===== src/rtl/capture_sequencer_pkg.sv =====
// rtl/capture_sequencer_pkg.sv - state encodings and width helper for the capture sequencer
package capture_sequencer_pkg;

  localparam int STATE_W = 3;

  typedef enum logic [STATE_W-1:0] {
    S_IDLE    = 3'd0,
    S_ARMED   = 3'd1,
    S_DELAY   = 3'd2,
    S_CAPTURE = 3'd3,
    S_HOLDOFF = 3'd4
  } state_t;

  // Bits needed to hold value, never less than one.
  function automatic int bits_for(input int value);
    int w;
    w = 1;
    while ((1 << w) <= value) w++;
    return w;
  endfunction

endpackage


===== src/rtl/capture_sequencer_if.sv =====
// rtl/capture_sequencer_if.sv - control, sample strobe and capture status bundle
interface capture_sequencer_if #(
  parameter int DELAY_WIDTH  = 16,
  parameter int LENGTH_WIDTH = 16
);
  import capture_sequencer_pkg::*;

  logic [DELAY_WIDTH-1:0]  cfg_delay;
  logic [LENGTH_WIDTH-1:0] cfg_length;
  logic                    arm;
  logic                    trigger;
  logic                    abort;
  logic                    s_valid;
  logic                    capture_en;
  logic [LENGTH_WIDTH-1:0] sample_index;
  logic                    busy;
  logic                    done;
  logic [STATE_W-1:0]      state;

  modport master (
    output cfg_delay, cfg_length, arm, trigger, abort, s_valid,
    input  capture_en, sample_index, busy, done, state
  );

  modport slave (
    input  cfg_delay, cfg_length, arm, trigger, abort, s_valid,
    output capture_en, sample_index, busy, done, state
  );

endinterface


===== src/rtl/capture_sequencer_seq_count.sv =====
// rtl/capture_sequencer_seq_count.sv - up-counter with sync clear, enable and terminal compare
module seq_count #(
  parameter int WIDTH = 16
) (
  input  logic             clk,
  input  logic             rst,
  input  logic             clr,
  input  logic             en,
  input  logic [WIDTH-1:0] limit,
  output logic [WIDTH-1:0] count,
  output logic             at_limit
);

  always_ff @(posedge clk or posedge rst) begin
    if (rst) begin
      count <= '0;
    end else if (clr) begin
      count <= '0;
    end else if (en) begin
      count <= count + WIDTH'(1);
    end
  end

  assign at_limit = (count == limit);

endmodule


===== src/rtl/capture_sequencer.sv =====
// rtl/capture_sequencer.sv - arm/trigger controller gating a sample stream into a capture window
module capture_sequencer
  import capture_sequencer_pkg::*;
#(
  parameter int DELAY_WIDTH  = 16,
  parameter int LENGTH_WIDTH = 16,
  parameter int HOLDOFF      = 15
) (
  input  logic                 clk,
  input  logic                 rst,
  capture_sequencer_if.slave   bus
);

  localparam int CNT_W  = (DELAY_WIDTH > LENGTH_WIDTH) ? DELAY_WIDTH : LENGTH_WIDTH;
  localparam int HOLD_W = bits_for(HOLDOFF);
  localparam logic [HOLD_W-1:0] HOLD_LIMIT = HOLD_W'((HOLDOFF > 0) ? HOLDOFF - 1 : 0);

  state_t                  state, state_next;
  logic [DELAY_WIDTH-1:0]  delay_q;
  logic [LENGTH_WIDTH-1:0] length_q;
  logic                    load_cfg;
  logic                    done_set;
  logic                    busy_q;
  logic                    done_q;

  logic [CNT_W-1:0]        smp_count;
  logic [CNT_W-1:0]        smp_limit;
  logic                    smp_last;
  logic                    smp_clr;
  logic                    smp_en;
  logic                    counting;

  logic [HOLD_W-1:0]       hold_count;
  logic                    hold_last;
  logic                    hold_clr;

  assign counting  = (state == S_DELAY) || (state == S_CAPTURE);
  assign smp_limit = (state == S_DELAY) ? (CNT_W'(delay_q) - CNT_W'(1))
                                        : (CNT_W'(length_q) - CNT_W'(1));
  assign smp_en    = bus.s_valid && counting;
  // Any state change (including abort) restarts the sample count for the next phase.
  assign smp_clr   = (state_next != state) || !counting;
  assign hold_clr  = (state != S_HOLDOFF) || (state_next != S_HOLDOFF);

  seq_count #(.WIDTH(CNT_W)) u_sample_cnt (
    .clk      (clk),
    .rst      (rst),
    .clr      (smp_clr),
    .en       (smp_en),
    .limit    (smp_limit),
    .count    (smp_count),
    .at_limit (smp_last)
  );

  seq_count #(.WIDTH(HOLD_W)) u_holdoff_cnt (
    .clk      (clk),
    .rst      (rst),
    .clr      (hold_clr),
    .en       (1'b1),
    .limit    (HOLD_LIMIT),
    .count    (hold_count),
    .at_limit (hold_last)
  );

  always_comb begin
    state_next = state;
    load_cfg   = 1'b0;
    done_set   = 1'b0;
    if (bus.abort) begin
      state_next = S_IDLE;
    end else begin
      case (state)
        S_IDLE: begin
          if (bus.arm && (bus.cfg_length != '0)) begin
            state_next = S_ARMED;
            load_cfg   = 1'b1;
          end
        end
        S_ARMED: begin
          if (bus.trigger) state_next = (delay_q != '0) ? S_DELAY : S_CAPTURE;
        end
        S_DELAY: begin
          if (bus.s_valid && smp_last) state_next = S_CAPTURE;
        end
        S_CAPTURE: begin
          if (bus.s_valid && smp_last) begin
            state_next = (HOLDOFF == 0) ? S_IDLE : S_HOLDOFF;
            done_set   = 1'b1;
          end
        end
        S_HOLDOFF: begin
          if (hold_last) state_next = S_IDLE;
        end
        default: state_next = S_IDLE;
      endcase
    end
  end

  always_ff @(posedge clk or posedge rst) begin
    if (rst) begin
      state    <= S_IDLE;
      busy_q   <= 1'b0;
      done_q   <= 1'b0;
      delay_q  <= '0;
      length_q <= '0;
    end else begin
      state  <= state_next;
      busy_q <= (state_next != S_IDLE);
      done_q <= done_set;
      if (load_cfg) begin
        delay_q  <= bus.cfg_delay;
        length_q <= bus.cfg_length;
      end
    end
  end

  // Write enable is decoded from registered state so it lines up with the strobe cycle.
  assign bus.capture_en   = (state == S_CAPTURE) && bus.s_valid;
  assign bus.sample_index = smp_count[LENGTH_WIDTH-1:0];
  assign bus.busy         = busy_q;
  assign bus.done         = done_q;
  assign bus.state        = state;

endmodule


===== src/flat_wrapper.sv =====
// flat-port wrapper written by rule: the top's interface ports become plain ports
module capture_sequencer_flat import capture_sequencer_pkg::*;
#(
  parameter int DELAY_WIDTH  = 16,
  parameter int LENGTH_WIDTH = 16,
  parameter int HOLDOFF      = 15
)
  (clk, rst, bus_cfg_delay, bus_cfg_length, bus_arm, bus_trigger, bus_abort, bus_s_valid, bus_capture_en, bus_sample_index, bus_busy, bus_done, bus_state);
  capture_sequencer_if #(.DELAY_WIDTH(DELAY_WIDTH), .LENGTH_WIDTH(LENGTH_WIDTH)) bus_i ();
  input  logic clk;
  input  logic rst;
  input wire logic [$bits(bus_i.cfg_delay)-1:0] bus_cfg_delay;
  input wire logic [$bits(bus_i.cfg_length)-1:0] bus_cfg_length;
  input wire logic [$bits(bus_i.arm)-1:0] bus_arm;
  input wire logic [$bits(bus_i.trigger)-1:0] bus_trigger;
  input wire logic [$bits(bus_i.abort)-1:0] bus_abort;
  input wire logic [$bits(bus_i.s_valid)-1:0] bus_s_valid;
  output wire logic [$bits(bus_i.capture_en)-1:0] bus_capture_en;
  output wire logic [$bits(bus_i.sample_index)-1:0] bus_sample_index;
  output wire logic [$bits(bus_i.busy)-1:0] bus_busy;
  output wire logic [$bits(bus_i.done)-1:0] bus_done;
  output wire logic [$bits(bus_i.state)-1:0] bus_state;
  assign bus_i.cfg_delay = bus_cfg_delay;
  assign bus_i.cfg_length = bus_cfg_length;
  assign bus_i.arm = bus_arm;
  assign bus_i.trigger = bus_trigger;
  assign bus_i.abort = bus_abort;
  assign bus_i.s_valid = bus_s_valid;
  assign bus_capture_en = bus_i.capture_en;
  assign bus_sample_index = bus_i.sample_index;
  assign bus_busy = bus_i.busy;
  assign bus_done = bus_i.done;
  assign bus_state = bus_i.state;
  capture_sequencer #(.DELAY_WIDTH(DELAY_WIDTH), .LENGTH_WIDTH(LENGTH_WIDTH), .HOLDOFF(HOLDOFF)) u_core (.clk(clk), .rst(rst), .bus(bus_i));
endmodule

===== config.mk =====
export PLATFORM = sky130hd
export DESIGN_NAME = capture_sequencer_flat
export DESIGN_NICKNAME = d
export VERILOG_FILES = /design/src/rtl/capture_sequencer_pkg.sv /design/src/rtl/capture_sequencer_if.sv /design/src/rtl/capture_sequencer_seq_count.sv /design/src/rtl/capture_sequencer.sv /design/src/flat_wrapper.sv
export SDC_FILE = /design/constraint.sdc
export NUM_CORES = 1
export LEC_CHECK = 0
export CAP_MARGIN = 20
export CORE_UTILIZATION = 56
export CTS_CLUSTER_DIAMETER = 40
export DETAILED_ROUTE_END_ITERATION = 7
export PLACE_DENSITY = 0.81
export SLEW_MARGIN = 20
export SYNTH_ARGS = -nofsm -noshare
export SYNTH_HDL_FRONTEND = slang
export SYNTH_SLANG_ARGS = --single-unit
export TNS_END_PERCENT = 100

===== constraint.sdc =====
create_clock -name clk -period 9.3 [get_ports clk]
set_input_delay 2.325 -clock clk [delete_from_list [all_inputs] [get_ports clk]]
set_output_delay 2.325 -clock clk [all_outputs]
set_load 0.005 [all_outputs]

Yosys cells after proc, flatten, opt, wreduce, memory -nomap -nowiden
Cells that the tools add are included.

cells by class
  add/subtract/negate cells = 4
  equal/unequal tests = 9
  muxes and demuxes = 18
  reduce and logical (&&, ||, !) cells = 13

operator list
  cell                                                                   count
  16-bit two-way mux                                                     3
  16-bit nonzero test                                                    2
  16-bit by 1-bit subtractor with 16-bit output (second input constant)  2
  3-bit two-way mux                                                      6
  16-bit by 1-bit adder with 16-bit output (second input constant)       1
  16-bit == test                                                         1
  3-bit case mux with 5 select lines                                     1
  1-bit two-way mux                                                      7
  3-bit by 2-bit == test with 1-bit output (second input constant)       2
  3-bit inequality test (second input constant)                          2
  4-bit by 1-bit adder with 4-bit output (second input constant)         1
  4-bit == test (second input constant)                                  1
  1-bit logical AND                                                      4
  4-bit two-way mux                                                      1
  3-bit by 1-bit == test with 1-bit output (second input constant)       1
  3-bit == test (second input constant)                                  1
  3-bit zero test                                                        1
  1-bit logical OR                                                       3
  3-bit inequality test                                                  1
  3-bit nonzero test                                                     1
  2-bit nonzero test                                                     1
  1-bit zero test                                                        1

storage, ports and cells
  register bits after elaboration = 57
  bits of input ports = 38
  output and inout port bits = 22
  word-level logic and storage cells = 51

Logic depth before layout (Yosys ltp)
Gate-level depths: netlist of the first run.

  word-level depth = 10
  mapped depth = 13
  gate-level depth less buffers = 10

Hierarchy
A second synthesis of the first run with hierarchy kept.

second synthesis, totals
  cells, all modules = 320
  area total of the unflattened synthesis = 3427.0 µm²

modules (own cells, without submodules)
  module                             times used  cells each  area each (µm²)  seq. area each (µm²)
  capture_sequencer                  1           197         2185.8           925.9
  seq_count at u_core.u_sample_cnt   1           101         1003.5           400.4
  seq_count at u_core.u_holdoff_cnt  1           22          237.7            100.1

Least setup slack after synthesis of the first run
Ideal clock, no wire load.

  kind = input to output
  start = in bus_s_valid
  end = out bus_capture_en
  data arrival time = 2684 ps
  data required time = 6975 ps
  slack = 4291 ps
  stages = 2
  path buffers = 0
  cell sequence = and3b_1 -> and2_1

between the ends
  cells in the longest elaborated chain, start to end = 1

ends and longest elaborated chain
  what                RTL line                  source
  start: declaration  flat_wrapper.sv:17        input wire logic [$bits(bus_i.s_valid)-1:0] bus_s_valid;
  1-bit logical AND   capture_sequencer.sv:118  assign bus.capture_en = (state == S_CAPTURE) && bus.s_valid;
  end: declaration    flat_wrapper.sv:18        output wire logic [$bits(bus_i.capture_en)-1:0] bus_capture_en;

No other way between the ends.

Final worst setup path of the first run
Ends and elaborated chain as after synthesis.

==> results of run 1 <==
[area by class of cell]
type	count	area (µm²)	share of cell area, %
clock buffer	14	173	4.00
clock inverter	2	35.0	0.812
inverter	7	26.3	0.609
multi-input combinational	256	1950	45.1
sequential	57	1430	33.1
tap	75	93.8	2.17
timing repair buffer	62	613	14.2
[registers in the layout (all words and copies together) (netlist names)]
register                    count
u_core.length_q                16
u_core.bus.state                3
u_core.bus.busy                 1
u_core.delay_q                 16
u_core.u_sample_cnt.count      16
u_core.bus.done                 1
u_core.u_holdoff_cnt.count      4
[per-layer routing]
layer	vias up	global-route usage, %
li1	1345	-
met1	1396	37.8
met2	80	42.4
met3	14	4.43
met4	0	9.64
met5	-	0
[cell families (layout without fill, tap and decap cells)]
| group | after synthesis | after routing |
|---|---|---|
| buffers and inverters | 20 | 85 |
| and+or+nand+nor | 128 | 128 |
| xor gates and xnor gates | 43 | 43 |
| AOI/OAI and AO/OA | 31 | 31 |
| adders and majority gates | 4 | 4 |
| muxes | 50 | 50 |
| DFF | 57 | 57 |
[cells in the final DEF, fill, tap and decap left out, drive strengths merged, types with 3 or more instances in the layout]
cell	instances
and2	3
and3	7
buf	3
clkbuf	14
clkdlybuf4s50	59
dfrtp	57
ha	4
inv	7
mux2	32
mux2i	17
nand2	13
nand3	15
nand4	4
nor2	31
nor2b	3
nor3	13
nor4	16
o21ai	7
o311ai	4
or2	3
or4	6
xnor2	27
xor2	16
[power groups by stage]
stage | combinational [mW] | sequential (mW) | clock (mW)
2_1_floorplan | 0.158 | 0.324 | 0
3_3_place_gp | 0.196 | 0.341 | 0
3_5_place_dp | 0.203 | 0.344 | 0
4_1_cts | 0.205 | 0.339 | 0.243
5_1_grt | 0.224 | 0.348 | 0.256
6_report | 0.204 | 0.341 | 0.241
[stage by stage]
stage	power, mW	std cells	util [%]
6_report	0.787	473	72.5
3_5_place_dp	0.547	457	69.0
2_1_floorplan	0.482	333	-
5_1_grt	0.828	473	72.5
3_3_place_gp	0.537	457	69.0
4_1_cts	0.787	473	72.5
[worst max-delay path by stage]
stage / start / endpoint / slack [ns] / cells past startpoint
6_report: bus_s_valid / bus_capture_en / 3.23 / 4
3_3_place_gp: bus_s_valid / bus_capture_en / 3.25 / 4
4_1_cts: bus_s_valid / bus_capture_en / 3.21 / 4
2_1_floorplan: bus_s_valid / bus_capture_en / 4.29 / 2
3_5_place_dp: bus_s_valid / bus_capture_en / 3.21 / 4
5_1_grt: bus_s_valid / bus_capture_en / 3.14 / 4
==> impl_results.md, run 1 <==
* CTS tree: yes
* Initial core utilization at between 50% and 60%
* Area Growth Syn to Fin at 24.7%
* Clock power share at a little under a third
* Syn Nets at around 380
* Sequential-to-total area share from yosys stat at 41.2%
* RSZ-0062 raised after global routing: no
* Crit path largest cell delay at a little over 0.5 ns
* Num CTS Buffers at 9
* Synth top area cells: dfrtp_1 41%, mux2_2 10%, xnor2_1 6.8%
* Status: complete, no violations
* Leakage power at around 1.7 nW
* Most common cell in the netlist: dfrtp_1
* Antenna violation net count after detailed routing at 0
* Wirelength per Cell at about 17 µm
* Crit-path max FO at 5
* Worst setup margin at approximately 3.2 ns
* DR DRC count at 0
* CP endpoint kind: output pin
* Max Root-Sink Buffers at 2
* Hold Crit Start: u_core.u_holdoff_cnt.count[0]
* Initial antenna violation count at 0
* Reg-to-Reg Start: u_core.bus.state[1]
* CTS Root Buffer Type: clkbuf_8
* Synth Register Bits at between 50 and 60
* Worst hold endpoint: u_core.u_holdoff_cnt.count[0]
* Drt total wl at 7890 µm
* Nets at 435
* Post-synth EDFFs at 0
* Xor/xnor cell area share of the yosys netlist at a little over a tenth
* Skew final at ~0.011 ns
* Worst R2R Setup Slack at 5.32 ns
* Rows at 28
* Post-DP Area at a little over 4000 µm²
* Vias at 2835
* GRT Residual Overflow at 0
* Complex-gate fraction of the synthesized area at around 6.9%
* Clk Latency, worst-skew pair at ~0.34 ns
* Buf+Inv Stages, Crit Path at 2
* Number of port buffers at 59
* Core ar. at between 5000 and 6000 µm²
* Filler cell count in the final layout at about 490
* Met3 routed WL at 305 µm
* Fraction of layout cells with a size suffix above 1 at 17.1%
* Final Hold Violating Endpoints at 0
* Clock H-tree levels at 3
* IO Count at 60
* Cell mode on critical path: clkdlybuf4s50_1
* Vias in the first global route at between 2000 and 3000
* WP data required at roughly 7.0 ns
* RePlAce Congestion at slightly above 0.8
* # diodes at 0
* Wire length on met1 at between 3000 and 4000 µm
* WS Path Type: in2out
* First drt pass iteration count at 4
* First-pass GRT wire length at between 10000 and 15000 µm
* Cell Area, Synth at 3460 µm²
* Setup_tns at 0 ns
* Top cell type's share of synthesized area at between 40% and 50%
* HP Class: reg2reg
* Post-synthesis cell type count at 57
* Combinational share of power at about 26%
* # setup viols final at 0
* Area leader, netlist: dfrtp_1
* Fmax at between 150 and 200 MHz
* Sw frac at a little under a third
* Pwr Density at between 150 and 200 nW/µm²
* Gate count of the mapped netlist at around 330
* Synth top cells by count: 57 x dfrtp_1, 32 x mux2_2, 27 x xnor2_1, 21 x nor2_1, 17 x mux2i_1
* Die span in x at 80.6 µm
* Crit start category: input pin
* Final Slew Violations at 0
* Peak VDD IR at 0.119 mV
* Post-CTS Setup Bufs at 0
* # Max-Cap Violations at 0
* Hold buffer count at cts at 0
* Cts repair resizes at 0
* WP data arrival at about 3.7 ns
* Largest family of logic cells by synthesized area: simple AND/OR/NAND/NOR gates
* Routed wl met2 at 3790 µm
* Slowest CP cell: clkdlybuf4s50_1
* Critical path, cell by cell: clkdlybuf4s50_1, and3b_1, and2_1, clkdlybuf4s50_1
* Total track usage at 27.1%
* Worst rel slew slack at 27.5%
* DR top layer: met4
* Hold-critical path depth at 1
* Worst reg2reg path depth at 11
* Worst reg2reg path endpoint: u_core.u_sample_cnt.count[10]
* Post-synth ARST share at 100%
* DP Worst Slack at between 3 and 4 ns
* Yosys warns at 0
* Synth Area in Adders at about 1.4%
* Int Pwr at roughly 540 µW
* Clock Pin Slew Worst Setup and Hold Paths at around 0.070 ns
* Design area at about 4300 µm²
* WHS at roughly 0.5 ns
* Die H at between 80 and 90 µm
* Simple-Gate Fraction of Synth Area at 20.9%
* Top_reg_cell synth: dfrtp_1
* Reg power frac at 43.4%
* Fin crit share at about two thirds
* CP top delay family: buffers and inverters
* Mux contribution to synthesized area at around 16%
* Worst-Margin Slew at 1.09 ns
* DRC violation total after the first TritonRoute iteration at around 200
* Sink Count at 57
* DIE AREA at between 6000 and 7000 µm²
* Crit path time final at just over 6 ns
* Largest net degree at the start of global routing at 58
* Vias per cell at about 6.0
* Psw at roughly 240 µW
* Synthesized area per cell at 10.4 µm²
* Detailed Place HPWL at around 6000 µm
Note: power is estimated with default switching activity, not from simulation.
==> run 2: changes to the inputs <==
--- a/config.mk
+++ b/config.mk
@@ -6,10 +6,10 @@
 export NUM_CORES = 1
 export LEC_CHECK = 0
 export CAP_MARGIN = 20
-export CORE_UTILIZATION = 56
+export CORE_UTILIZATION = 53
 export CTS_CLUSTER_DIAMETER = 40
 export DETAILED_ROUTE_END_ITERATION = 7
-export PLACE_DENSITY = 0.81
+export PLACE_DENSITY = 0.77
 export SLEW_MARGIN = 20
 export SYNTH_ARGS = -nofsm -noshare
 export SYNTH_HDL_FRONTEND = slang
==> constraint.sdc (replaced) <==
create_clock -name clk -period 6.14 [get_ports clk]
set_input_delay 1.535 -clock clk [delete_from_list [all_inputs] [get_ports clk]]
set_output_delay 1.535 -clock clk [all_outputs]
set_load 0.005 [all_outputs]
==> run 2 against run 1 <==
Against the previous run:
- die area is 5.5% higher
- sequential power is 52% higher
- register-to-register slack worse by 3.0 ns
- worst hold slack better by 0.0078 ns
- clock power is 44% higher
- routed wire length hardly changed
- flip-flop and latch count stayed put
- non-clock buffer count is 1 higher
- final cell count is 0.42% higher
- power is 49% higher
- design area hardly changed
- critical path type unchanged
==> impl_results.md, run 2 (synthesis results as in run 1) <==
* Sink Count at 57
* Pwr Density at approximately 270 nW/µm²
* Reg power frac at 44.1%
* Vias at approximately 2800
* Vias in the first global route at 2774
* # diodes at 0
* Largest net degree at the start of global routing at 58
* Fmax at about 220 MHz
* First-pass GRT wire length at about 14000 µm
* Antenna violation net count after detailed routing at 0
* Nets at around 440
* Final Core Density at between 60% and 70%
* Leakage power at roughly 1.7 nW
* HP Class: reg2reg
* Final Slew Violations at 0
* Core ar. at 6310 µm²
* Hold buffer count at cts at 0
* Total track usage at 24.8%
* Post-CTS Setup Bufs at 0
* Peak VDD IR at 0.186 mV
* Number of port buffers at 59
* Setup_tns at 0 ns
* Cts repair resizes at 0
* Clk Latency, worst-skew pair at roughly 0.34 ns
* Fraction of layout cells with a size suffix above 1 at between 10% and 20%
* DRC violation total after the first TritonRoute iteration at 130
* Status: complete, no violations
* First drt pass iteration count at 4
* Crit-path max FO at 5
* Max Root-Sink Buffers at 2
* Clock Pin Slew Worst Setup and Hold Paths at about 0.06 ns
* # Max-Cap Violations at 0
* Initial core utilization at 54.8%
* Worst rel slew slack at between 50% and 60%
* GRT Residual Overflow at 0
* WP data required at around 4.6 ns
* Die span in x at roughly 83 µm
* Rows at 29
* Die H at 82.8 µm
* CTS Root Buffer Type: clkbuf_8
* RSZ-0062 raised after global routing: no
* Psw at approximately 370 µW
* Highest-count cells in the layout ignoring fill and taps: 59 x clkdlybuf4s50_1, 57 x dfrtp_1, 32 x mux2_2
* Combinational share of power at 26.3%
* WS Path Type: in2out
* DIE AREA at between 6000 and 7000 µm²
* Clock H-tree levels at 3
* Worst-Margin Slew at ~0.69 ns
* WP data arrival at between 2 and 3 ns
* Fin crit share at between 70% and 80%
* Clock power share at between 20% and 30%
* Vias per cell at ~6.0
* RePlAce Congestion at approximately 0.86
* DR DRC count at 0
* Initial antenna violation count at 0
* Int Pwr at 809 µW
* Drt total wl at between 7000 and 8000 µm
* Largest regs: u_core.delay_q: 16 flops, u_core.length_q: 16 flops, u_core.u_sample_cnt.count: 16 flops
* Area Growth Syn to Fin at 24.6%
* Most common cell after layout, fill and taps aside: clkdlybuf4s50_1
* Num CTS Buffers at 9
* IO Count at 60
* Detailed Place HPWL at between 5000 and 6000 µm
* CP endpoint kind: output pin
* Skew final at just under 0.008 ns
* # setup viols final at 0
* Crit path time final at between 4 and 5 ns
* Sw frac at between 30% and 40%
* Crit start category: input pin
* Final Hold Violating Endpoints at 0
* CTS tree: yes
* Wirelength per Cell at approximately 17 µm
-- run 2: changes by cell type in the layout (fill, tap and decap cells not counted) --
cell	before	now
buf_4	3	4
clkbuf_1	2	1
clkbuf_8	12	11
clkinv_2	1	2
-- run 2: final cells by class --
type	instances	area [µm²]
Fill cell	528	2000
Clock inverter	3	40.0
Sequential cell	57	1430
Multi-Input combinational cell	256	1950
Timing Repair Buffer	63	621
Tap cell	77	96.3
Inverter	7	26.3
Clock buffer	12	155
-- run 2: worst paths after layout --
check	from	end	slack, ns	cells past startpoint
setup / recovery	bus_s_valid	bus_capture_en	1.65	4
max in group asynchronous	rst	u_core.u_sample_cnt.count[9]	3.98	3
hold reg to reg	u_core.u_holdoff_cnt.count[0]	u_core.u_holdoff_cnt.count[0]	0.50	1
min in group asynchronous	rst	u_core.length_q[1]	1.69	3
setup reg to reg	u_core.bus.state[1]	u_core.u_sample_cnt.count[9]	2.28	11
hold / removal	u_core.u_holdoff_cnt.count[0]	u_core.u_holdoff_cnt.count[0]	0.50	1
-- run 2: critical path, stage by stage --
cell and delay, ns:
clkdlybuf4s50_1 0.51, and3b_1 0.27, and2_1 0.15, clkdlybuf4s50_1 0.49
-- run 2: power by group through the flow --
stage | logic [mW] | registers, mW | clock network [mW]
after global routing | 0.341 | 0.529 | 0.368
final | 0.309 | 0.518 | 0.348
after CTS | 0.309 | 0.515 | 0.353
after detailed placement | 0.304 | 0.523 | 0
after floorplan | 0.240 | 0.491 | 0
after global placement | 0.297 | 0.518 | 0
-- run 2: routing by layer --
layer | wire length [µm] | global-route usage, % | vias up
met5 | 0 | 0 | -
met1 | 3540 | 34.9 | 1388
met3 | 426 | 4.67 | 15
li1 | - | - | 1339
met4 | 165 | 10.8 | 0
met2 | 3760 | 37.6 | 94
-- run 2: per-stage QoR --
step           total power, mW  hold slack (ns)  std cells  worst slack [ns]  instance area [µm²]
6_report                  1.18            0.498        475              1.65                 4310
2_1_floorplan            0.731            0.455        333              2.71                 3460
5_1_grt                   1.24            0.535        475              1.56                 4310
3_3_place_gp             0.815            0.474        460              1.67                 4120
4_1_cts                   1.18            0.502        475              1.64                 4310
3_5_place_dp             0.827            0.493        460              1.64                 4120
==> run 3: changes to the inputs <==
--- a/config.mk
+++ b/config.mk
@@ -6,10 +6,10 @@
 export NUM_CORES = 1
 export LEC_CHECK = 0
 export CAP_MARGIN = 20
-export CORE_UTILIZATION = 53
+export CORE_UTILIZATION = 48
 export CTS_CLUSTER_DIAMETER = 40
 export DETAILED_ROUTE_END_ITERATION = 7
-export PLACE_DENSITY = 0.77
+export PLACE_DENSITY = 0.73
 export SLEW_MARGIN = 20
 export SYNTH_ARGS = -nofsm -noshare
 export SYNTH_HDL_FRONTEND = slang
==> constraint.sdc (replaced) <==
create_clock -name clk -period 3.7 [get_ports clk]
set_input_delay 0.925 -clock clk [delete_from_list [all_inputs] [get_ports clk]]
set_output_delay 0.925 -clock clk [all_outputs]
set_load 0.005 [all_outputs]
==> run 3 against run 2 <==
Against the previous run:
- final cell count is 5.1% higher
- count of clock-buffer cells in the layout up 1
- critical path depth did not move
- design area rose by 1.7%
- critical path type unchanged
- utilization down 4.5 points
- combinational power increased by 70%
- critical endpoint unchanged
- non-clock buffer count is 4 higher
- sequential share of layout area decreased by 0.55 points
- die area rose by 10%
- flip-flop and latch count unchanged
==> impl_results.md, run 3 (synthesis results as in run 1) <==
* Status: complete, no violations
* Initial antenna violation count at 0
* Hold-critical path depth at 1
* Nets at 440
* Pwr Density at 445 nW/µm²
* Worst rel slew slack at 53.0%
* Initial core utilization at slightly above 50%
* WS Path Type: in2out
* Fraction of layout cells with a size suffix above 1 at 17.9%
* Die span in x at about 87 µm
* WP data required at 2.77 ns
* # diodes at 0
* Critical path, cell by cell: clkdlybuf4s50_1, and3b_1, and2_1, clkdlybuf4s50_1
* Num CTS Buffers at 9
* Fin crit share at between 80% and 90%
* First-pass GRT wire length at between 10000 and 15000 µm
* WP data arrival at ~2.4 ns
* CTS Root Buffer Type: clkbuf_8
* Total track usage at a little under a quarter
* GRT Residual Overflow at 0
* Cts repair resizes at 0
* Largest regs: u_core.delay_q: 16 flops, u_core.length_q: 16 flops, u_core.u_sample_cnt.count: 16 flops
* Combinational share of power at between 20% and 30%
* DIE AREA at about 7600 µm²
* Design area at around 4400 µm²
* Filler cell count in the final layout at roughly 590
* Vias per cell at between 5 and 6
* Int Pwr at roughly 1.3 mW
* Rows at 30
* Clk Latency, worst-skew pair at 0.33 ns
* Clock Pin Slew Worst Setup and Hold Paths at ~0.07 ns
* Worst-Margin Slew at around 0.70 ns
* Slowest CP cell: clkdlybuf4s50_1
* Number of port buffers at ~60
* Highest-count cells in the layout ignoring fill and taps: 59 x clkdlybuf4s50_1, 57 x dfrtp_1, 32 x mux2_2
* CP top delay family: buffers and inverters
* IO Count at 60
* Vias at around 2800
* CTS tree: yes
* Antenna violation net count after detailed routing at 0
* Worst reg2reg path endpoint: u_core.u_sample_cnt.count[9]
* Post-DP Area at between 4000 and 5000 µm²
* Wirelength per Cell at 16.1 µm
* Peak VDD IR at ~0.25 mV
* Cell mode on critical path: clkdlybuf4s50_1
* DRC violation total after the first TritonRoute iteration at around 160
* RSZ-0062 raised after global routing: no
* Vias in the first global route at about 2800
* Reg-to-Reg Start: u_core.bus.state[1]
* # Max-Cap Violations at 0
* DR DRC count at 0
* Psw at roughly 600 µW
* Final Slew Violations at 0
* Skew final at 0.0103 ns
* # setup viols final at 0
* Buf+Inv Stages, Crit Path at 2
* Area Growth Syn to Fin at 26.7%
* HP Class: reg2reg
* Die H at between 80 and 90 µm
* Fmax at approximately 300 MHz
* Crit path time final at 3.31 ns
* Detailed Place HPWL at 6190 µm
* Crit start category: input pin
* Sink Count at 57
* Worst hold endpoint: u_core.u_holdoff_cnt.count[0]
* Core ar. at just under 7000 µm²
* Worst R2R Setup Slack at approximately 0.4 ns
* Crit-path max FO at 5
* Reg power frac at between 40 and 50%
* Drt total wl at approximately 8000 µm
* Most common cell after layout, fill and taps aside: clkdlybuf4s50_1
* CP endpoint kind: output pin
* Sw frac at a little under a third
* Worst reg2reg path depth at 11
* Largest net degree at the start of global routing at 34
* Setup_tns at 0 ns
* Clock power share at around 30%
* First drt pass iteration count at 4
* Hold Crit Start: u_core.u_holdoff_cnt.count[0]
* Max Root-Sink Buffers at 2
* Leakage power at around 1.8 nW
* RePlAce Congestion at ~0.87
* Clock H-tree levels at 3
* Crit path largest cell delay at around 0.51 ns
* Final Hold Violating Endpoints at 0
run 3: changes by cell type in the layout (fill, tap and decap cells not counted):
cell,delta
clkbuf_8,-1
clkbuf_1,+2
buf_4,+2
buf_12,+2
run 3: power by group through the flow:
| stage | logic (mW) | registers [mW] | clock network, mW |
|---|---|---|---|
| 2_1_floorplan | 0.398 | 0.815 | 0 |
| 6_report | 0.526 | 0.856 | 0.570 |
| 3_5_place_dp | 0.524 | 0.864 | 0 |
| 3_3_place_gp | 0.511 | 0.860 | 0 |
| 4_1_cts | 0.526 | 0.852 | 0.586 |
| 5_1_grt | 0.575 | 0.874 | 0.614 |
run 3: routing by layer:
layer | share of wire, % | track usage (%) | up-vias
li1 | - | - | 1353
met1 | 46 | 31.8 | 1363
met2 | 48 | 37.6 | 84
met3 | 4.6 | 3.60 | 7
met4 | 0.99 | 9.70 | 0
met5 | 0 | 0 | -
run 3: cell type report:
| cell class | count | area [µm²] | share of cell area [%] |
|---|---|---|---|
| Multi-Input combinational cell | 256 | 1950 | 44.4 |
| Sequential cell | 57 | 1430 | 32.5 |
| Timing Repair Buffer | 67 | 676 | 15.4 |
| Clock buffer | 13 | 149 | 3.40 |
| Tap cell | 96 | 120 | 2.74 |
| Clock inverter | 3 | 40.0 | 0.913 |
| Inverter | 7 | 26.3 | 0.599 |
run 3: timing repair:
action / in CTS / in global routing
endpoints found under the setup margin: 0 / 2
hold buffers: 0 / 0
setup buffers: 0 / 1
run 3: through the flow:
stage          setup WS, ns  total power, mW  util (%)  std cells  hold WS, ns
2_1_floorplan         0.285             1.21         -        333        0.455
3_3_place_gp          0.442             1.37      60.8        482        0.471
3_5_place_dp          0.235             1.39      60.8        482        0.475
4_1_cts               0.244             1.96      63.6        498        0.483
5_1_grt               0.204             2.06      63.8        499        0.504
6_report              0.387             1.95      63.8        499        0.482
run 3: how the worst max path moves through the flow:
stage / startpoint / slack [ns] / cells after the start / to
after floorplan: u_core.bus.state[2] / 0.28 / 13 / u_core.u_sample_cnt.count[5]
after global placement: bus_s_valid / 0.44 / 4 / bus_capture_en
after detailed placement: u_core.bus.state[1] / 0.23 / 10 / u_core.u_sample_cnt.count[12]
after CTS: u_core.bus.state[1] / 0.24 / 10 / u_core.u_sample_cnt.count[9]
after global routing: u_core.bus.state[1] / 0.20 / 11 / u_core.u_sample_cnt.count[12]
final: bus_s_valid / 0.39 / 4 / bus_capture_en
run 3: worst register-to-register path: stages, from the launching register on:
cell and delay, ns:
dfrtp_1 0.54, nor3b_2 0.37, mux2i_1 0.47, ha_1 0.26
or4b_1 0.43, o21ai_1 0.11, xnor2_1 0.11, nor4_1 0.28
nand3_1 0.19, o21ai_4 0.21, buf_12 0.17, nor2_1 0.06
